`config.mk`:
```
export PLATFORM = sky130hd
export DESIGN_NAME = game_ctrl
export DESIGN_NICKNAME = d
export VERILOG_FILES = /design/src/rtl/game_ctrl.sv
export SDC_FILE = /design/constraint.sdc
export NUM_CORES = 1
export LEC_CHECK = 0
export CORE_AREA = 2 2 69 71
export CTS_CLUSTER_SIZE = 20
export DETAILED_ROUTE_END_ITERATION = 10
export DIE_AREA = 0 0 71 73
export PLACE_DENSITY = 0.86
export SETUP_SLACK_MARGIN = 0.05
export SLEW_MARGIN = 10
export SYNTH_ARGS = -nofsm -noshare
export SYNTH_HDL_FRONTEND = slang
export SYNTH_SLANG_ARGS = --single-unit
```
`constraint.sdc`:
```
create_clock -name clk -period 3.1 [get_ports clk]
set_clock_uncertainty 0.15 [all_clocks]
set_input_delay 0.31 -clock clk [delete_from_list [all_inputs] [get_ports clk]]
set_output_delay 0.31 -clock clk [all_outputs]
set_load 0.1 [all_outputs]
```
`src/rtl/game_ctrl.sv`:
```
`default_nettype none
// +------------------------------------------------------------------+
// | game_ctrl : two-player dice match controller, best-of-ROUNDS     |
// | Rev 1.0                                                          |
// +------------------------------------------------------------------+
module game_ctrl #(
  parameter int ROUNDS      = 3,
  parameter int SHOW_CYCLES = 100000
) (
  input  logic       clk,
  input  logic       rst,
  input  logic       start,
  input  logic       btn_p1,
  input  logic       btn_p2,
  input  logic [2:0] dice_val,
  output logic [2:0] dice1,
  output logic [2:0] dice2,
  output logic [3:0] score1,
  output logic [3:0] score2,
  output logic [3:0] round_cnt,
  output logic       times,
  output logic       is_final,
  output logic       is_finish,
  output logic       turn
);

  localparam int            TW         = (SHOW_CYCLES > 1) ? $clog2(SHOW_CYCLES) : 1;
  localparam logic [TW-1:0] TIMER_LOAD = TW'(SHOW_CYCLES - 1);
  localparam logic [3:0]    ROUNDS_C   = 4'(ROUNDS);

  typedef enum logic [2:0] {
    S_IDLE    = 3'd0,
    S_WAIT_P1 = 3'd1,
    S_WAIT_P2 = 3'd2,
    S_SHOW    = 3'd3,
    S_FINAL   = 3'd4
  } state_t;

  state_t        state_q, state_d;
  logic [2:0]    dice1_q, dice1_d, dice2_q, dice2_d;
  logic [3:0]    score1_q, score1_d, score2_q, score2_d, round_q, round_d;
  logic [TW-1:0] timer_q, timer_d;
  logic          times_q, times_d, final_q, final_d, turn_q, turn_d;
  logic          clear;
  logic [2:0]    roll_val;

  // A die face can only be 1..6; out-of-range samples count as a 1.
  assign roll_val = (dice_val == 3'd0 || dice_val == 3'd7) ? 3'd1 : dice_val;

  always_comb begin
    state_d  = state_q;
    dice1_d  = dice1_q;
    dice2_d  = dice2_q;
    score1_d = score1_q;
    score2_d = score2_q;
    round_d  = round_q;
    timer_d  = timer_q;
    clear    = 1'b0;

    case (state_q)
      S_IDLE: begin
        if (start) begin
          clear   = 1'b1;
          state_d = S_WAIT_P1;
        end
      end
      S_WAIT_P1: begin
        if (start) begin
          clear   = 1'b1;
          state_d = S_IDLE;
        end else if (btn_p1) begin
          dice1_d = roll_val;
          state_d = S_WAIT_P2;
        end
      end
      S_WAIT_P2: begin
        if (start) begin
          clear   = 1'b1;
          state_d = S_IDLE;
        end else if (btn_p2) begin
          dice2_d = roll_val;
          timer_d = TIMER_LOAD;
          state_d = S_SHOW;
        end
      end
      S_SHOW: begin
        if (start) begin
          clear   = 1'b1;
          state_d = S_IDLE;
        end else if (timer_q == '0) begin
          // Ties leave all counters alone so the round is simply replayed.
          if (round_q < ROUNDS_C) begin
            if (dice1_q > dice2_q) begin
              score1_d = score1_q + 4'd1;
              round_d  = round_q + 4'd1;
            end else if (dice1_q < dice2_q) begin
              score2_d = score2_q + 4'd1;
              round_d  = round_q + 4'd1;
            end
          end
          state_d = (round_d == ROUNDS_C) ? S_FINAL : S_WAIT_P1;
        end else begin
          timer_d = timer_q - 1'b1;
        end
      end
      S_FINAL: begin
        if (start) begin
          clear   = 1'b1;
          state_d = S_IDLE;
        end
      end
      default: begin
        clear   = 1'b1;
        state_d = S_IDLE;
      end
    endcase

    if (clear) begin
      dice1_d  = '0;
      dice2_d  = '0;
      score1_d = '0;
      score2_d = '0;
      round_d  = '0;
      timer_d  = '0;
    end

    times_d = (state_d == S_IDLE) || (state_d == S_FINAL);
    final_d = (state_d == S_FINAL);
    turn_d  = (state_d == S_WAIT_P2);
  end

  always_ff @(posedge clk or negedge rst) begin
    if (!rst) begin
      state_q  <= S_IDLE;
      dice1_q  <= '0;
      dice2_q  <= '0;
      score1_q <= '0;
      score2_q <= '0;
      round_q  <= '0;
      timer_q  <= '0;
      times_q  <= 1'b1;
      final_q  <= 1'b0;
      turn_q   <= 1'b0;
    end else begin
      state_q  <= state_d;
      dice1_q  <= dice1_d;
      dice2_q  <= dice2_d;
      score1_q <= score1_d;
      score2_q <= score2_d;
      round_q  <= round_d;
      timer_q  <= timer_d;
      times_q  <= times_d;
      final_q  <= final_d;
      turn_q   <= turn_d;
    end
  end

  assign dice1     = dice1_q;
  assign dice2     = dice2_q;
  assign score1    = score1_q;
  assign score2    = score2_q;
  assign round_cnt = round_q;
  assign times     = times_q;
  assign is_final  = final_q;
  assign is_finish = final_q;
  assign turn      = turn_q;

endmodule
`default_nettype wire

```
# Yosys cells after proc, flatten, opt, wreduce, memory -nomap -nowiden
# Cells that the tools add are included.
# op_classes
add_sub_neg	4
magnitude_cmp	3
n_eq_ne	14
n_mux	50
n_reduce_logical	23
# ops
operator	n
4-bit 2-to-1 mux	23
17-bit 2-to-1 mux	5
3-bit 2-to-1 mux	18
17-bit one-hot mux with 2 select lines	1
2-bit nonzero test	9
17-bit logical NOT	1
17-bit by 1-bit subtractor with 17-bit output, second input constant	1
3-bit one-hot mux with 5 select lines	1
4-bit by 1-bit adder with 4-bit output, second input constant	3
3-bit != test, second input constant	4
5-bit AND reduction	2
3-bit by 2-bit == test with 1-bit output, second input constant	3
3-bit == test, second input constant	3
3-bit logical NOT	3
3-bit AND reduction	3
6-bit AND reduction	1
5-bit OR reduction	1
4-bit by 2-bit == test with 1-bit output, second input constant	1
4-bit by 2-bit less-than comparator with 1-bit output, second input constant	1
3-bit by 1-bit == test with 1-bit output, second input constant	1
3-bit greater-than comparator	1
3-bit less-than comparator	1
3-bit nonzero test	1
1-bit logical OR	2
3 further kinds	4
# word_totals
ff_bits	41
inputBits	8
output_inout_bits	22
elab_cells	104

# Depth between registers and ports, before layout
# depth
ltp_word	14
ltp_mapped	8
ltp_nobuf	7

# Least setup slack after synthesis
# OpenSTA, ideal clock, no wires.
# synth_timing
path_type	register to register
start	reg dice2_q[1] (netlist: dice2[1])
end	reg state_q[0]
setup_time_ps	124
arrival_ps	2627
slack_ps	199
stages_incl_launch_ff	8
path_buffers	0
path_cell_list	dfrtp_1 > inv_1 > ha_1 > or3b_2 > a21oi_1 > mux2i_1 > and4b_1 > a211o_1
# synth_via
elab_chain_cells	12
elab_cells_between_ends	13
classes_between	order compare: 2; eq/ne: 1; mux: 10
# synth_rtl
item	line_no	source
start, declared	40	logic [2:0] dice1_q, dice1_d, dice2_q, dice2_d;
start signal, assigned	147	dice2_q <= dice2_d;
3-bit less-than comparator	96	end else if (dice1_q < dice2_q) begin
4-bit 2-to-1 mux	96	
4-bit 2-to-1 mux *	93	if (dice1_q > dice2_q) begin
4-bit 2-to-1 mux *	92	if (round_q < ROUNDS_C) begin
4-bit 2-to-1 mux *	90	end else if (timer_q == '0) begin
4-bit 2-to-1 mux *	87	if (start) begin
4-bit 2-to-1 mux *	60	case (state_q)
4-bit by 2-bit == test with 1-bit output *	101	state_d = (round_d == ROUNDS_C) ? S_FINAL : S_WAIT_P1;
3-bit 2-to-1 mux *	101	
3-bit 2-to-1 mux *	90	
3-bit 2-to-1 mux *	87	
3-bit one-hot mux with 5 select lines *	60	
net state_d[0]	39	state_t state_q, state_d;
end signal, assigned	145	state_q <= state_d;
end, declared	39	
# The timed path passes the listed nets; every way through them passes the cells marked *. The select of a mux whose other input is x is not followed.
# A chain may end at the register's enable or synchronous reset.

# Worst setup path in the final report
# layout_timing
start	reg timer_q[0]
end	reg score2_q[3] (netlist: score2[3])
# layout_via
elab_chain_cells	3
# layout_rtl
item	line_no	source
start, declared	42	logic [TW-1:0] timer_q, timer_d;
start signal, assigned	151	timer_q <= timer_d;
17-bit logical NOT	90	
2-bit nonzero test (no source line)	-	
6-bit AND reduction (no source line)	-	
end signal, assigned	149	score2_q <= score2_d;
end, declared	41	logic [3:0] score1_q, score1_d, score2_q, score2_d, round_q, round_d;
# Every way passes these cells.

==> metrics.yaml <==
status:
  outcome: "finished, violations left"
  violations: "negative hold slack"
global_routing:
  grt_pass1_vias: 2003
  antenna_found_initial: 0
  grt_max_degree: 42
  grt.overflow.total: 0
  grt_usage_pct: 21.8
  grt_pass1_wl_um: 9000
setup_path:
  worstSetupEndpointType: "flop"
  cp.arrival_ns: 2.85
  cp.required_ns: 3.17
  r2r_cells: 7
  critPathKind: "reg -> reg"
  path_max_fanout: 14
  cp-start-kind: "flop"
synth:
  async_flop_share_pct: 100
  syn_area_per_cell_um2: 9.30
  syn_inst: 257
  yosys.area.top_type: "dfrtp_1"
  synth_fp_nets: 273
  synth-seq-area-share_pct: 43.0
  synth_top_area_share_pct: 41.9
  syn-cell-area_mm2: 0.00239
  dominantRegCellSynth: "dfrtp_1"
  yosysUniqueCellTypes: 50
  synth_enable_flop_cells: 0
  ys_ff_latch: 41
  synth_area_leaders: "dfrtp_1 42%, nor2_1 4.9%, a21oi_1 4.8%"
  yosys_warnings: 0
clock_tree:
  cts_buffers: 5
  cts_buffer_depth: 2
  cts_setup_buffers: 0
  cts_resized: 0
  cts_tree: "built"
  clock_sinks: 41
  cts_root_buf: "clkbuf_8"
  clkSlewWorstSetupHoldPaths_ns: 0.08
  hold_buffers: 0
  htree_levels: 2
  clk_latency_ns: 0.30
route:
  vias_per_cell: 5.98
  routed_wl_um: 5240
  drc: 0
  antenna_left: 0
  drt_iter0_markers: 88
  post_drt_wl_per_cell_um: 15.5
  vias: 2028
  firstDrtPassIters: 4
timing:
  finalHoldViolCount: 7
  worstMarginPinSlew_ns: 0.922
  setup_violations: 0
  slew_viol_final: 0
  holdWs_ns: -0.0114
  max-slew-margin-rel_pct: 38.5
  setup-tns-final_ns: 0
  rsz0062_at_grt: "false"
  fin_crit_ns: 2.79
  period_share_pct: 90.0
  max_freq_mhz: 359
floorplan:
  core_mm2: 0.00454
  die_h_um: 73
  die_area_mm2: 0.00518
  die_x_um: 71
  std_cell_rows: 25
  pin_count: 30
  start_util_pct: 52.7
finish:
  post_route_cells_drive_above_1_share_pct: 17.9
  area_delta_synth_final_pct: 16.4
  antenna_cells: 0
  final_cells: 339
  nets: 300
power_and_ir_drop:
  leakage_nw: 1.23
  p_per_area_mw_per_mm2: 617
  ir_drop_mv: 0.280
placement:
  post-place-cells: 331
  globalplace.congestion: 0.823
  portBuffers: 29
  dp_hpwl_um: 3740
run:
  drv_cap: 0
worst_hold_path:
  min_path_type: "in -> async"
-- report_power, final --
| part | internal [mW] | total, mW | switching [mW] |
|---|---|---|---|
| Combinational | 0.211 | 0.596 | 0.385 |
| Clock | 0.262 | 0.454 | 0.193 |
| Sequential | 0.597 | 0.667 | 0.0699 |
-- logic make-up (layout without fill, tap and decap cells) --
group / Yosys count / in the layout / synth area share, %
buf+inv: 22 / 50 / 3.92
fa+ha+maj: 8 / 8 / 4.19
mux: 7 / 7 / 3.09
xor+xnor: 9 / 9 / 3.30
simple gates: 109 / 109 / 26.1
compound gates: 61 / 61 / 16.5
flops: 41 / 41 / 43.0
-- cell type report --
class	count	area (µm²)
flip-flops and latches	41	1030
well taps	54	67.6
clock buffers	6	82.6
inverters	8	30.0
multi-input cells	194	1270
clock inverters	2	37.5
fillers	378	1750
repair buffers	34	268
-- worst max-delay path, cell delays in order (launching register included) --
cell       delay, ns
dfrtp_1         0.41
inv_1           0.09
ha_1            0.13
or4b_4          0.46
nand4bb_4       0.29
or3_4           0.48
or4_1           0.52
a21oi_1         0.17
-- stage by stage --
stage	area, µm²	setup slack [ns]	power, mW	hold slack, ns	utilization (%)
3_5_place_dp	2660	0.312	1.27	0.341	58.7
5_1_grt	2780	0.169	1.82	0.0613	61.4
4_1_cts	2780	0.294	1.73	0.0176	61.4
2_1_floorplan	2390	0.199	1.13	-0.136	-
3_3_place_gp	2660	0.406	1.25	0.342	58.7
6_report	2780	0.311	1.72	-0.0114	61.4
-- flip-flops by register name, summed over array words and instances, names as in the netlist --
| register | count |
|---|---|
| state_q | 3 |
| turn | 1 |
| score2 | 4 |
| dice1 | 3 |
| dice2 | 3 |
| is_final | 1 |
| times | 1 |
| score1 | 4 |
| timer_q | 17 |
| round_cnt | 4 |
-- cells in the mapped netlist, types with 2 or more instances --
library cell	number
a21oi_1	23
nor4_1	4
nand3_1	14
clkbuf_1	12
a21boi_0	2
and2_1	3
nand3b_1	3
nor4b_1	3
xnor2_1	3
o21ai_1	3
or2_2	4
xor2_1	6
inv_1	8
mux2i_1	4
o21a_1	4
mux2_2	3
dfrtp_1	40
or3_1	6
ha_1	8
nand2_1	9
o31a_1	2
nand4_1	3
nor2b_1	3
a221oi_1	2
nor2_1	31
or4_1	6
o21ai_0	11
nor3_1	9
o31ai_1	3
o211a_1	4
or3b_2	2
-- path summary, 6_finish.rpt --
kind | startpoint | end | slack [ns]
max | timer_q[0] | score2[3] | 0.31
min | rst | score1[2] | -0.01
max reg2reg | timer_q[0] | score2[3] | 0.31
min reg2reg | round_cnt[3] | round_cnt[3] | 0.40
max in group asynchronous | rst | timer_q[1] | 2.23
min in group clk | round_cnt[3] | round_cnt[3] | 0.40
-- metal layers --
| metal | global-route usage [%] | vias up | share of wire [%] |
|---|---|---|---|
| met3 | 4.83 | 8 | 5.1 |
| met4 | 7.34 | 0 | 1.2 |
| met2 | 38.1 | 59 | 51 |
| met1 | 26.7 | 969 | 43 |
| li1 | - | 992 | - |
| met5 | 0 | - | 0 |
-- placed cells by master (no fill, tap or decap), drive strengths merged, types with 4 or more instances in the layout --
cell / n
nor3: 10
clkbuf: 6
ha: 8
or3: 7
inv: 8
nand2: 9
xor2: 6
clkdlybuf4s50: 6
o21a: 4
buf: 28
nor4: 4
dfrtp: 40
or2: 4
o211a: 4
o21ai: 14
nand3: 14
a21oi: 23
or4: 6
nor2: 31
mux2i: 4
Power figures use the tool's default switching activity.
